===== src/rtl/wb_write_queue_pkg.sv =====
// Shared definitions for the write/read command queues feeding the bus framer.
// Holds default widths, the sequencer state encoding and a saturating counter helper.
package wb_write_queue_pkg;

  localparam int unsigned DEF_ADDR  = 4;
  localparam int unsigned DEF_WIDTH = 8;
  localparam int unsigned DEF_ABITS = 2;
  localparam int unsigned DEF_RETRY = 3;
  localparam int unsigned DROPS_W   = 4;

  typedef enum logic [1:0] {
    ST_IDLE  = 2'd0,
    ST_ISSUE = 2'd1,
    ST_WAIT  = 2'd2
  } wbq_state_e;

  function automatic logic [DROPS_W-1:0] sat_inc(input logic [DROPS_W-1:0] v);
    return (&v) ? v : v + 1'b1;
  endfunction

endpackage


===== src/rtl/wb_write_fifo.sv =====
// Small synchronous FIFO holding {addr, data} write commands.
// Pointers carry one extra wrap bit; full/empty are registered from the next pointers.
module wb_write_fifo #(
  parameter int unsigned DW    = 12,
  parameter int unsigned ABITS = 2
) (
  input  logic          clk_i,
  input  logic          rst_i,
  input  logic          push_i,
  input  logic          pop_i,
  input  logic [DW-1:0] din_i,
  output logic [DW-1:0] dout_o,
  output logic          full_o,
  output logic          empty_o
);

  localparam int unsigned DEPTH = 1 << ABITS;

  logic [ABITS:0] wr_ptr_q, wr_ptr_d;
  logic [ABITS:0] rd_ptr_q, rd_ptr_d;
  logic           full_q, full_d;
  logic           empty_q, empty_d;
  logic           do_push, do_pop;
  logic [DW-1:0]  mem_q [DEPTH];

  always_comb begin
    do_push  = push_i && !full_q;
    do_pop   = pop_i && !empty_q;
    wr_ptr_d = wr_ptr_q + {{ABITS{1'b0}}, do_push};
    rd_ptr_d = rd_ptr_q + {{ABITS{1'b0}}, do_pop};
    empty_d  = (wr_ptr_d == rd_ptr_d);
    full_d   = (wr_ptr_d[ABITS] != rd_ptr_d[ABITS]) &&
               (wr_ptr_d[ABITS-1:0] == rd_ptr_d[ABITS-1:0]);
  end

  always_ff @(posedge clk_i or posedge rst_i) begin
    if (rst_i) begin
      wr_ptr_q <= '0;
      rd_ptr_q <= '0;
      full_q   <= 1'b0;
      empty_q  <= 1'b1;
    end else begin
      wr_ptr_q <= wr_ptr_d;
      rd_ptr_q <= rd_ptr_d;
      full_q   <= full_d;
      empty_q  <= empty_d;
    end
  end

  // Storage needs no reset: the head is only consumed while the FIFO is non-empty.
  always_ff @(posedge clk_i) begin
    if (do_push) mem_q[wr_ptr_q[ABITS-1:0]] <= din_i;
  end

  assign dout_o  = mem_q[rd_ptr_q[ABITS-1:0]];
  assign full_o  = full_q;
  assign empty_o = empty_q;

endmodule


===== src/rtl/wb_write_queue.sv =====
// Buffers producer write commands and sequences them one at a time into the bus framer,
// re-issuing failed writes a bounded number of times before dropping them with a sticky error.
module wb_write_queue
  import wb_write_queue_pkg::*;
#(
  parameter int unsigned ADDR  = DEF_ADDR,
  parameter int unsigned WIDTH = DEF_WIDTH,
  parameter int unsigned ABITS = DEF_ABITS,
  parameter int unsigned RETRY = DEF_RETRY
) (
  input  logic               clk_i,
  input  logic               rst_i,
  input  logic               valid_i,
  output logic               ready_o,
  input  logic [ADDR-1:0]    addr_i,
  input  logic [WIDTH-1:0]   data_i,
  output logic               write_o,
  output logic [ADDR-1:0]    adr_o,
  output logic [WIDTH-1:0]   dat_o,
  input  logic               busy_i,
  input  logic               done_i,
  input  logic               fail_i,
  output logic               idle_o,
  output logic               error_o,
  input  logic               clear_i,
  output logic [DROPS_W-1:0] drops_o,
  output wbq_state_e         dbg_state_o
);

  localparam int unsigned DW = ADDR + WIDTH;
  localparam int unsigned RW = (RETRY < 1) ? 1 : $clog2(RETRY + 1);

  // Handshake: a command transfers on a clock edge where valid_i && ready_o; ready_o is
  // a flop-derived !full, so a full FIFO refuses the push even if the head pops that cycle.
  wbq_state_e         state_q, state_d;
  logic               write_q, write_d;
  logic               idle_q, idle_d;
  logic               error_q, error_d;
  logic [ADDR-1:0]    adr_q, adr_d;
  logic [WIDTH-1:0]   dat_q, dat_d;
  logic [RW-1:0]      retry_q, retry_d;
  logic [DROPS_W-1:0] drops_q, drops_d;

  logic               push, pop;
  logic               fifo_full, fifo_empty;
  logic [DW-1:0]      head;

  assign push = valid_i && !fifo_full;

  wb_write_fifo #(
    .DW    (DW),
    .ABITS (ABITS)
  ) u_fifo (
    .clk_i   (clk_i),
    .rst_i   (rst_i),
    .push_i  (push),
    .pop_i   (pop),
    .din_i   ({addr_i, data_i}),
    .dout_o  (head),
    .full_o  (fifo_full),
    .empty_o (fifo_empty)
  );

  always_comb begin
    state_d = state_q;
    adr_d   = adr_q;
    dat_d   = dat_q;
    retry_d = retry_q;
    error_d = error_q;
    drops_d = drops_q;
    pop     = 1'b0;

    if (clear_i) begin
      error_d = 1'b0;
      drops_d = '0;
    end

    case (state_q)
      ST_IDLE: begin
        if (!fifo_empty && !busy_i) begin
          state_d = ST_ISSUE;
          adr_d   = head[DW-1:WIDTH];
          dat_d   = head[WIDTH-1:0];
        end
      end
      ST_ISSUE: state_d = ST_WAIT;
      ST_WAIT: begin
        // fail_i takes priority so a simultaneous done/fail is handled as a failure.
        if (fail_i) begin
          state_d = ST_IDLE;
          if (retry_q < RW'(RETRY)) begin
            retry_d = retry_q + 1'b1;
          end else begin
            pop     = 1'b1;
            retry_d = '0;
            error_d = 1'b1;
            drops_d = sat_inc(drops_d);
          end
        end else if (done_i) begin
          state_d = ST_IDLE;
          pop     = 1'b1;
          retry_d = '0;
        end
      end
      default: state_d = ST_IDLE;
    endcase

    write_d = (state_d == ST_ISSUE);
    idle_d  = (state_q == ST_IDLE) && fifo_empty;
  end

  always_ff @(posedge clk_i or posedge rst_i) begin
    if (rst_i) begin
      state_q <= ST_IDLE;
      write_q <= 1'b0;
      idle_q  <= 1'b1;
      error_q <= 1'b0;
      adr_q   <= '0;
      dat_q   <= '0;
      retry_q <= '0;
      drops_q <= '0;
    end else begin
      state_q <= state_d;
      write_q <= write_d;
      idle_q  <= idle_d;
      error_q <= error_d;
      adr_q   <= adr_d;
      dat_q   <= dat_d;
      retry_q <= retry_d;
      drops_q <= drops_d;
    end
  end

  assign ready_o     = !fifo_full;
  assign write_o     = write_q;
  assign adr_o       = adr_q;
  assign dat_o       = dat_q;
  assign idle_o      = idle_q;
  assign error_o     = error_q;
  assign drops_o     = drops_q;
  assign dbg_state_o = state_q;

endmodule


===== config.mk =====
export PLATFORM = sky130hd
export DESIGN_NAME = wb_write_queue
export DESIGN_NICKNAME = d
export VERILOG_FILES = /design/src/rtl/wb_write_queue_pkg.sv /design/src/rtl/wb_write_fifo.sv /design/src/rtl/wb_write_queue.sv
export SDC_FILE = /design/constraint.sdc
export NUM_CORES = 1
export LEC_CHECK = 0
export CAP_MARGIN = 10
export CORE_MARGIN = 2
export CORE_UTILIZATION = 43
export DETAILED_ROUTE_END_ITERATION = 16
export PLACE_DENSITY_LB_ADDON = 0.08
export SYNTH_ARGS = -nofsm -noshare
export SYNTH_HDL_FRONTEND = slang
export SYNTH_HIERARCHICAL = 1
export SYNTH_SLANG_ARGS = --single-unit

===== constraint.sdc =====
create_clock -name clk_i -period 4.6 [get_ports clk_i]
set_clock_uncertainty 0.1 [all_clocks]
set_input_delay 0.46 -clock clk_i [delete_from_list [all_inputs] [get_ports clk_i]]
set_output_delay 0.46 -clock clk_i [all_outputs]
set_load 0.01 [all_outputs]

==> flow_summary.ini <==
[sta]
period_minus_slack_ps = 2320
worst_pin_slew_ps = 1100
slew_violations = 0
tns_ps = 0
slew_headroom = 0.263
worst_slack_ps = 2280
fmax_ghz = 0.430
rsz0062_at_grt = no
hold_violations = 0
min_period_over_period = 0.505
setup_viol = 0

[placement]
dp.cells = 295
place.gp.congestion = 0.737
port_buffers = 40
placed_cell_area_sq_mm = 0.00358
hpwl_um = 3310
pre_cts_ws_ps = 1860

[setup_path]
crit_path_end_kind = flop
critPathSlowestCell = nor2_1
crit_type = primary input to flop
critical_path.top_delay_family = simple AND/OR/NAND/NOR gates
crit_top_cell = nor2b_1
worstSetupStartpoint = valid_i
critPathRequiredTime_ps = 4450
rr_worst_depth = 4
r2r_end = u_fifo/mem_q[1][8]$_DFFE_PP_
path_depth = 5
worstPathArrival_ps = 2180
cp_max_fo = 12
r2r_start = u_fifo/full_o$_DFF_PP0_
path_buf_inv = 1
cp_slowest_stage_delay_ps = 830
path_cells = clkdlybuf4s50_1, nor2b_1, nor2b_1, nand2_1, nor2_1
worstSetupEndpoint = u_fifo/mem_q[1][8]$_DFFE_PP_
ff2ff_setup_slack_ps = 2450
startpoint_type = primary input

[global_routing]
grt_start_max_net_pins = 24
grt_pass1_vias = 1629
grt_use_total = 0.144
grt.busiest_layer = met2
use_met2 = 0.232
grt_pass1_wl_um = 8160
antenna_found_initial = 0
grtUsageMet3 = 0.0308
use_met1 = 0.189
grt_overflow = 0

[clock_network]
cts_buffer_depth = 2
cts_tree = yes
clkSinkCount = 79
postCtsResizedCells = 0
clkTransAtPathRegs_ps = 70
numCtsBuffers = 9
cts_max_level = 3
clkLatencyLatePin_ps = 330
postCtsSetupBuffers = 0
cts_root_buffer = clkbuf_8
holdBufCountCts = 0

[cells_and_area]
fin_cells = 311
n_antenna_cell = 0
area_growth_pct = 23.8
drive_above_1_share = 0.214
design_area_sq_mm = 0.00382
final_core_util = 0.556
nets = 235

[flow_run]
drv_cap = 0

[synth]
synth_area_per_cell_sq_um = 19.0
synth_area_leaders = edfxtp_1 47%, dfrtp_1 24%, mux4_2 7.3%
synthFlopType = edfxtp_1
synthCells = 162
synth_most_common_cell = edfxtp_1
yosys_warnings = 6
yosysSeqAreaShare = 0.719
synth-seq-cells = 79
yosys-top-cells-count = 48 x edfxtp_1, 29 x dfrtp_1, 13 x mux2_2
syn-cell-area_sq_mm = 0.00309
ys_async_sr_fraction = 0.392
synth_top_area_cell = edfxtp_1
synth.top_cell.area_share = 0.467
synth_edf_count = 48
syn_nets = 187
yosysUniqueCellTypes = 35

[detailed_routing]
vias = 1548
totalWireLength_um = 5040
drt_first_pass_iters = 4
via_per_inst = 4.98
drt_iter0_markers = 70
ant_nets = 0
drc = 0
routedWlPerCell_um = 16.2

[die]
die_area_sq_mm = 0.00787
die_w_um = 88.7
ios = 41
fp.dieH_um = 88.7
row_count = 30
initial_core_util = 0.449
floorplan.core_area_sq_mm = 0.00687

[outcome]
status = complete, no violations

[power_and_ir_drop]
powerDensity_mw_per_mm2 = 609
power.leakage_uw = 0.00144
vdd_drop_max_v = 0.000276

[hold_path]
hold_class = primary input to async pin
-- how the worst min path moves through the flow --
stage / start / endpoint / slack [ps] / cells past startpoint
2_1_floorplan: rst_i / u_fifo/full_o$_DFF_PP0_ / 170 / 1
3_3_place_gp: u_fifo/wr_ptr_q[2]$_DFF_PP0_ / u_fifo/wr_ptr_q[2]$_DFF_PP0_ / 360 / 1
3_5_place_dp: u_fifo/wr_ptr_q[2]$_DFF_PP0_ / u_fifo/wr_ptr_q[2]$_DFF_PP0_ / 360 / 1
4_1_cts: rst_i / u_fifo/rd_ptr_q[2]$_DFF_PP0_ / 290 / 2
5_1_grt: rst_i / u_fifo/rd_ptr_q[2]$_DFF_PP0_ / 330 / 2
6_report: rst_i / u_fifo/rd_ptr_q[1]$_DFF_PP0_ / 290 / 2
-- registers in the layout, summed over array words and instances, names as in the netlist --
signal and cells:
u_fifo/mem_q 48, dat_o 8, adr_o 4, drops_o 4
u_fifo/rd_ptr_q 3, u_fifo/wr_ptr_q 3, dbg_state_o 2, retry_q 2
error_o 1, idle_o 1, u_fifo/empty_o 1, u_fifo/full_o 1
write_o 1
-- power breakdown --
group | total, uW | switching (uW) | internal (uW)
registers | 1100 | 145 | 953
logic | 638 | 249 | 389
clock network | 590 | 230 | 360
total | 2330 | 625 | 1700
-- cell families after synthesis --
family,share of synthesized area
flip-flops,0.719
AO/OA/AOI/OAI,0.0195
buffers and inverters,0.0150
AND/OR/NAND/NOR,0.0608
adder cells (fa/ha/maj),0.0243
multiplexers,0.144
XOR/XNOR,0.0170
-- area by class of cell --
class | count | area, sq um
Multi-Input combinational cell | 75 | 825
Timing Repair Buffer | 40 | 400
Fill cell | 524 | 3050
Tap cell | 96 | 120
Inverter | 5 | 18.8
Clock inverter | 6 | 109
Clock buffer | 10 | 128
Sequential cell | 79 | 2220
-- worst register-to-register path, cell delays in order, from the launching register on --
cell     delay (ps)
dfrtp_1         400
nor2b_1         100
nor2b_1         260
nand2_1          80
nor2_1          830
-- cells in the final DEF (no fill, tap or decap), types with 3 or more instances in the layout --
cell type	instances
nand2_1	3
inv_1	5
nor2b_1	7
mux2_2	13
edfxtp_1	48
ha_1	6
clkdlybuf4s50_1	40
nor2_1	5
clkbuf_8	9
bufinv_16	3
mux4_2	10
dfrtp_1	29
xnor2_1	4
-- metrics by stage --
step	hold slack, ps	power, uW
global route	333	2460
detailed placement	364	1770
global placement	363	1740
floorplan	175	1500
finish	295	2330
CTS	286	2360
-- per-layer routing --
layer / routed length (um) / part of all wire
met1: 2290 / 0.46
met3: 145 / 0.029
met4: 95 / 0.019
met2: 2500 / 0.50
met5: 0 / 0
Power figures use the tool's default switching activity.
